## src/rtl/uart_receiver.sv

```systemverilog
// 8N1 UART receiver with oversampled mid-bit sampling and a rdy/rd_en byte handshake.
// Define UART_RX_PARITY_EN to receive 8E1 frames and report parity mismatches on parity_err.
module uart_receiver #(
    parameter int OVERSAMPLE  = 16,  // clken ticks per bit; even and >= 4
    parameter int SYNC_STAGES = 2    // rx synchroniser depth; >= 2
) (
    input  logic       system_clk,
    input  logic       reset,
    input  logic       clken,
    input  logic       rx,
    input  logic       rd_en,
    output logic [7:0] dout,
    output logic       rdy,
    output logic       rx_busy,
    output logic       frame_err,
    output logic       overrun,
    output logic       parity_err
);

    localparam int CW = $clog2(OVERSAMPLE);
    localparam logic [CW-1:0] SCNT_MID  = CW'(OVERSAMPLE / 2 - 1);
    localparam logic [CW-1:0] SCNT_LAST = CW'(OVERSAMPLE - 1);

`ifdef UART_RX_PARITY_EN
    typedef enum logic [2:0] {
        IDLE      = 3'd0,
        START     = 3'd1,
        DATA      = 3'd2,
        PARITY    = 3'd3,
        STOP      = 3'd4,
        WAIT_IDLE = 3'd5
    } state_t;
`else
    typedef enum logic [2:0] {
        IDLE      = 3'd0,
        START     = 3'd1,
        DATA      = 3'd2,
        STOP      = 3'd4,
        WAIT_IDLE = 3'd5
    } state_t;
`endif

    state_t                 state_q, state_d;
    logic [CW-1:0]          scnt_q, scnt_d;
    logic [2:0]             bitpos_q, bitpos_d;
    logic [7:0]             shreg_q, shreg_d;
    logic [SYNC_STAGES-1:0] sync_q;
    logic                   rxs;
    logic                   load;
    logic                   fe_set;
`ifdef UART_RX_PARITY_EN
    logic                   pe_set;
`endif

    // Presetting to 1 keeps reset release from looking like a start bit.
    always_ff @(posedge system_clk or posedge reset) begin
        if (reset) begin
            sync_q <= '1;
        end else begin
            // NOTE: non-blocking assignments in clocked blocks so every flop samples pre-edge values.
            sync_q <= {sync_q[SYNC_STAGES-2:0], rx};
        end
    end

    assign rxs = sync_q[SYNC_STAGES-1];

    always_comb begin
        // NOTE: every output of this block gets a default first, so no path can infer a latch.
        state_d  = state_q;
        scnt_d   = scnt_q;
        bitpos_d = bitpos_q;
        shreg_d  = shreg_q;
        load     = 1'b0;
        fe_set   = 1'b0;
`ifdef UART_RX_PARITY_EN
        pe_set   = 1'b0;
`endif
        if (clken) begin
            scnt_d = scnt_q + 1'b1;
            case (state_q)
                IDLE: begin
                    if (!rxs) begin
                        state_d = START;
                        scnt_d  = '0;
                    end
                end
                START: begin
                    if (scnt_q == SCNT_MID) begin
                        scnt_d = '0;
                        if (rxs) begin
                            state_d = IDLE;
                        end else begin
                            bitpos_d = '0;
                            state_d  = DATA;
                        end
                    end
                end
                DATA: begin
                    if (scnt_q == SCNT_LAST) begin
                        scnt_d           = '0;
                        shreg_d[bitpos_q] = rxs;
                        bitpos_d         = bitpos_q + 1'b1;
                        if (bitpos_q == 3'd7) begin
`ifdef UART_RX_PARITY_EN
                            state_d = PARITY;
`else
                            state_d = STOP;
`endif
                        end
                    end
                end
`ifdef UART_RX_PARITY_EN
                PARITY: begin
                    if (scnt_q == SCNT_LAST) begin
                        scnt_d  = '0;
                        pe_set  = (rxs != ^shreg_q);
                        state_d = STOP;
                    end
                end
`endif
                STOP: begin
                    // Mid-bit of the stop bit: one bit period after the last data/parity sample.
                    if (scnt_q == SCNT_LAST) begin
                        scnt_d = '0;
                        if (rxs) begin
                            load    = 1'b1;
                            state_d = IDLE;
                        end else begin
                            fe_set  = 1'b1;
                            state_d = WAIT_IDLE;
                        end
                    end
                end
                WAIT_IDLE: begin
                    if (rxs) begin
                        state_d = IDLE;
                    end
                end
                default: state_d = IDLE;
            endcase
        end
    end

    always_ff @(posedge system_clk or posedge reset) begin
        if (reset) begin
            state_q   <= IDLE;
            scnt_q    <= '0;
            bitpos_q  <= '0;
            shreg_q   <= '0;
            dout      <= '0;
            rdy       <= 1'b0;
            frame_err <= 1'b0;
            overrun   <= 1'b0;
        end else begin
            state_q   <= state_d;
            scnt_q    <= scnt_d;
            bitpos_q  <= bitpos_d;
            shreg_q   <= shreg_d;
            frame_err <= fe_set;
            // A completing byte takes priority over the host acknowledge.
            if (load) begin
                dout <= shreg_q;
                rdy  <= 1'b1;
                if (rdy && !rd_en) begin
                    overrun <= 1'b1;
                end
            end else if (rd_en) begin
                rdy     <= 1'b0;
                overrun <= 1'b0;
            end
        end
    end

`ifdef UART_RX_PARITY_EN
    always_ff @(posedge system_clk or posedge reset) begin
        if (reset) begin
            parity_err <= 1'b0;
        end else begin
            parity_err <= pe_set;
        end
    end
`else
    assign parity_err = 1'b0;
`endif

    assign rx_busy = (state_q != IDLE);

endmodule

```

## config.mk

```make
export PLATFORM = sky130hd
export DESIGN_NAME = uart_receiver
export DESIGN_NICKNAME = d
export VERILOG_FILES = /design/src/rtl/uart_receiver.sv
export SDC_FILE = /design/constraint.sdc
export NUM_CORES = 1
export LEC_CHECK = 0
export CELL_PAD_IN_SITES_DETAIL_PLACEMENT = 0
export CELL_PAD_IN_SITES_GLOBAL_PLACEMENT = 2
export CORE_MARGIN = 5
export CORE_UTILIZATION = 24
export CTS_CLUSTER_DIAMETER = 60
export DETAILED_ROUTE_END_ITERATION = 7
export PLACE_DENSITY = 0.66
export SYNTH_ARGS = -nofsm -noshare
export SYNTH_HDL_FRONTEND = slang
export SYNTH_SLANG_ARGS = --single-unit
```

## constraint.sdc

```tcl
create_clock -name system_clk -period 2.3 [get_ports system_clk]
set_input_delay 0.23 -clock system_clk [delete_from_list [all_inputs] [get_ports system_clk]]
set_output_delay 0.23 -clock system_clk [all_outputs]
set_load 0.05 [all_outputs]
```

==> run_results.csv, run 1 <==
group,metric,value,unit
synthesis,synth_seq_cells,31,
clock_network,htreeDepth,2,
setup_path,setup.worst_path.start,"state_q[0]",
timing,fmax,0.460,GHz
synthesis,synth_edf_count,0,
synthesis,synth.distinct_cells,40,
synthesis,synth_nets,139,
clock_network,cts_buffers,5,
setup_path,crit_arrival,1940,ps
power,pwr-share-comb,23.8,%
synthesis,synth_area_leaders,"dfrtp_1 47%, mux2_2 10%, dfstp_2 3.4%",
route,drt_iter0_drc,16,
synthesis,ys.warnings.count,0,
clock_network,cts-hold-fix-buffers,0,
route,wirelength,2.93,mm
synthesis,async_flop_share,100,%
run_status,status,"finished, final reports clean",
setup_path,worstRegToRegCells,5,
route,wl_per_cell,12.9,µm
setup_path,worstPathMaxFanout,12,
clock_network,clkSinkCount,31,
setup_path,worst_setup_path_start_kind,"flop",
synthesis,ys.flop_type,"dfrtp_1",
grt,grt_max_degree,32,
power,power_switching_share,31.2,%
setup_path,crit_required,2070,ps
finish,drive_gt1_share,25.5,%
setup_path,crit_path_end_kind,"output pin",
clock_network,clock_latency,280,ps
grt,grt_antenna_before_repair,0,
floorplanning,pin_count,18,
synthesis,synth.yosys.seq_area_share,50.7,%
clock_network,cts_root_buffer,"clkbuf_8",
synthesis,synth_top_area_share,47.3,%
setup_path,rr_startpoint,"state_q[0]",
floorplanning,num_rows,29,
route,dr.pass1.iters,3,
power,power_density,859,nW/µm²
run,maxCapViolCount,0,
setup_path,rrSetupSlack,380,ps
timing,tightest_slew,499,ps
timing,fin_crit_sh,94.5,%
route,routed_via_density,4.50,
route,vias,1018,
timing,setup_viol,0,
clock_network,cts_tree,"done",
grt,grt_pass1_wl,5.08,mm
grt,first_global_vias,1045,
clock_network,cts-resized-gates,0,
timing,finalMaxSlewViolations,0,
floorplanning,start_util,24.5,%
power,intPower,0.00111,W
clock_network,clkTransAtPathRegs,70,ps
grt,grtUsageTotal,7.79,%
timing,skew,7.82,ps
placed_design,placed_area,1760,µm²
power,seqPwrFrac,41.8,%
clock_network,cts_setup_buffers,0,
floorplanning,dieWidth,90.0,µm
timing,rsz0062_at_grt,"false",
synthesis,synth_top_cell_by_area,"dfrtp_1",
power,ir_worst_vdd,686,µV
min_path,hold_class,"in2async",
synthesis,syn_area,1540,µm²
placed_design,routabilityCongestion,0.767,
power,p_sw,0.000504,W
floorplanning,dieArea,8100,µm²
synthesis,syn_avg_cell_area,11.7,µm²
finish,fin_nets,156,
setup_path,crit_type,"reg2out",
finish,syn2layout_area_growth,22.5,%
timing,final_hold_viol_count,0,
power,clkPwrFrac,34.3,%
placed_design,hpwl,2.03,mm
timing,slew_headroom,66.6,%
clock_network,clk_path_buf_depth,2,
finish,post-route-util,30.0,%
timing,finalCriticalPeriod,2170,ps
floorplanning,core,6280,µm²
floorplanning,die_y,90.0,µm
power,power,0.00162,W
power,p_leak,0.857,nW
finish,final_area,1880,µm²
timing,setup_tns,0,ps
setup_path,crit_end,"rx_busy",
route,ant_nets,0,
setup_path,rr_endpoint,"shreg_q[2]",
finish,antennaDiodeCount,0,
placed_design,io_buffers,16,
grt,overflow,0,
route,drc_errors,0,
synthesis,synthCells,131,
[metrics by stage]
stage / worst slack, ps / hold slack (ps) / instances
after global routing: 54.8 / 341 / 226
after floorplan: 490 / 234 / 131
after detailed placement: 378 / 347 / 218
after CTS: 110 / 339 / 226
final: 127 / 332 / 226
after global placement: 420 / 346 / 218
[kinds of logic after synthesis]
logic type	synth area share (%)
other	0.244
buffers and inverters	4.73
DFF	50.7
AOI/OAI and AO/OA	8.96
muxes	14.7
and+or+nand+nor	17.7
xor gates and xnor gates	0.571
adders and majority gates	2.45
[registers in the layout, indices dropped and copies added, names as in the netlist]
register	count
bitpos_q	3
dout	8
frame_err	1
scnt_q	4
sync_q	2
state_q	3
shreg_q	8
rdy	1
overrun	1
[cells in the mapped netlist, drive strengths merged (3+ instances only)]
| library cell | instances |
|---|---|
| mux2 | 19 |
| inv | 4 |
| nor2 | 6 |
| nand3b | 3 |
| nand2b | 4 |
| o21ai | 5 |
| nand3 | 5 |
| and3 | 3 |
| and2 | 3 |
| buf | 8 |
| dfrtp | 29 |
| ha | 3 |
| nand2 | 10 |
| nor3 | 3 |
[per-layer routing]
layer	vias up	share of wire (%)	global-route usage, %
met2	15	50	12.9
met1	509	46	9.04
met4	0	0.41	2.23
met5	-	0	0
li1	492	-	-
met3	2	4.1	3.59
[worst max-delay path, cell delays in order, from the launching register on]
cell,delay [ps]
dfrtp_1,500
or3_1,450
clkdlybuf4s50_1,720
[worst min path at each step]
stage / from / endpoint / cells after the start / slack, ps
after floorplan: rx / sync_q[0] / 0 / 230
after global placement: sync_q[0] / sync_q[1] / 0 / 350
after detailed placement: sync_q[0] / sync_q[1] / 0 / 350
after CTS: reset / dout[0] / 3 / 340
after global routing: rx / sync_q[0] / 1 / 340
final: reset / dout[3] / 3 / 330
[layout make-up]
type,count,area [µm²]
inverters,4,15.0
fillers,643,4400
clock buffers,6,82.6
flip-flops and latches,31,778
clock inverters,2,35.0
well taps,77,96.3
multi-input cells,87,691
repair buffers,19,183
[cells in the final DEF, fill, tap and decap left out, types with 2 or more instances in the layout]
master,n
mux2_2,14
clkbuf_8,6
mux2_1,2
a21o_1,2
dfstp_2,2
and3_1,3
buf_4,3
o21ai_0,5
o211ai_1,2
nand3b_1,3
inv_1,4
nand2b_1,4
o2bb2ai_1,2
nand3_1,5
dfrtp_1,29
nor3_1,2
ha_1,3
nand2_1,10
clkdlybuf4s50_1,16
mux2_4,3
nor3b_2,2
nor2_1,6
and2_1,2
[power groups by stage]
stage               Combinational (W)  Clock, W  Sequential, W
floorplan                    0.000363         0       0.000637
global placement             0.000383         0       0.000681
detailed placement           0.000386         0       0.000685
CTS                          0.000389  0.000583       0.000675
global route                 0.000435  0.000606       0.000687
finish                       0.000385  0.000555       0.000676
No activity file was read; power rests on OpenSTA's default activity.
==> inputs of run 2 (changes only) <==
SKIP_LAST_GASP = 1   (was default)
==> results of run 2 <==
No change in the layout: final DEF, timing and power equal those of run 1.
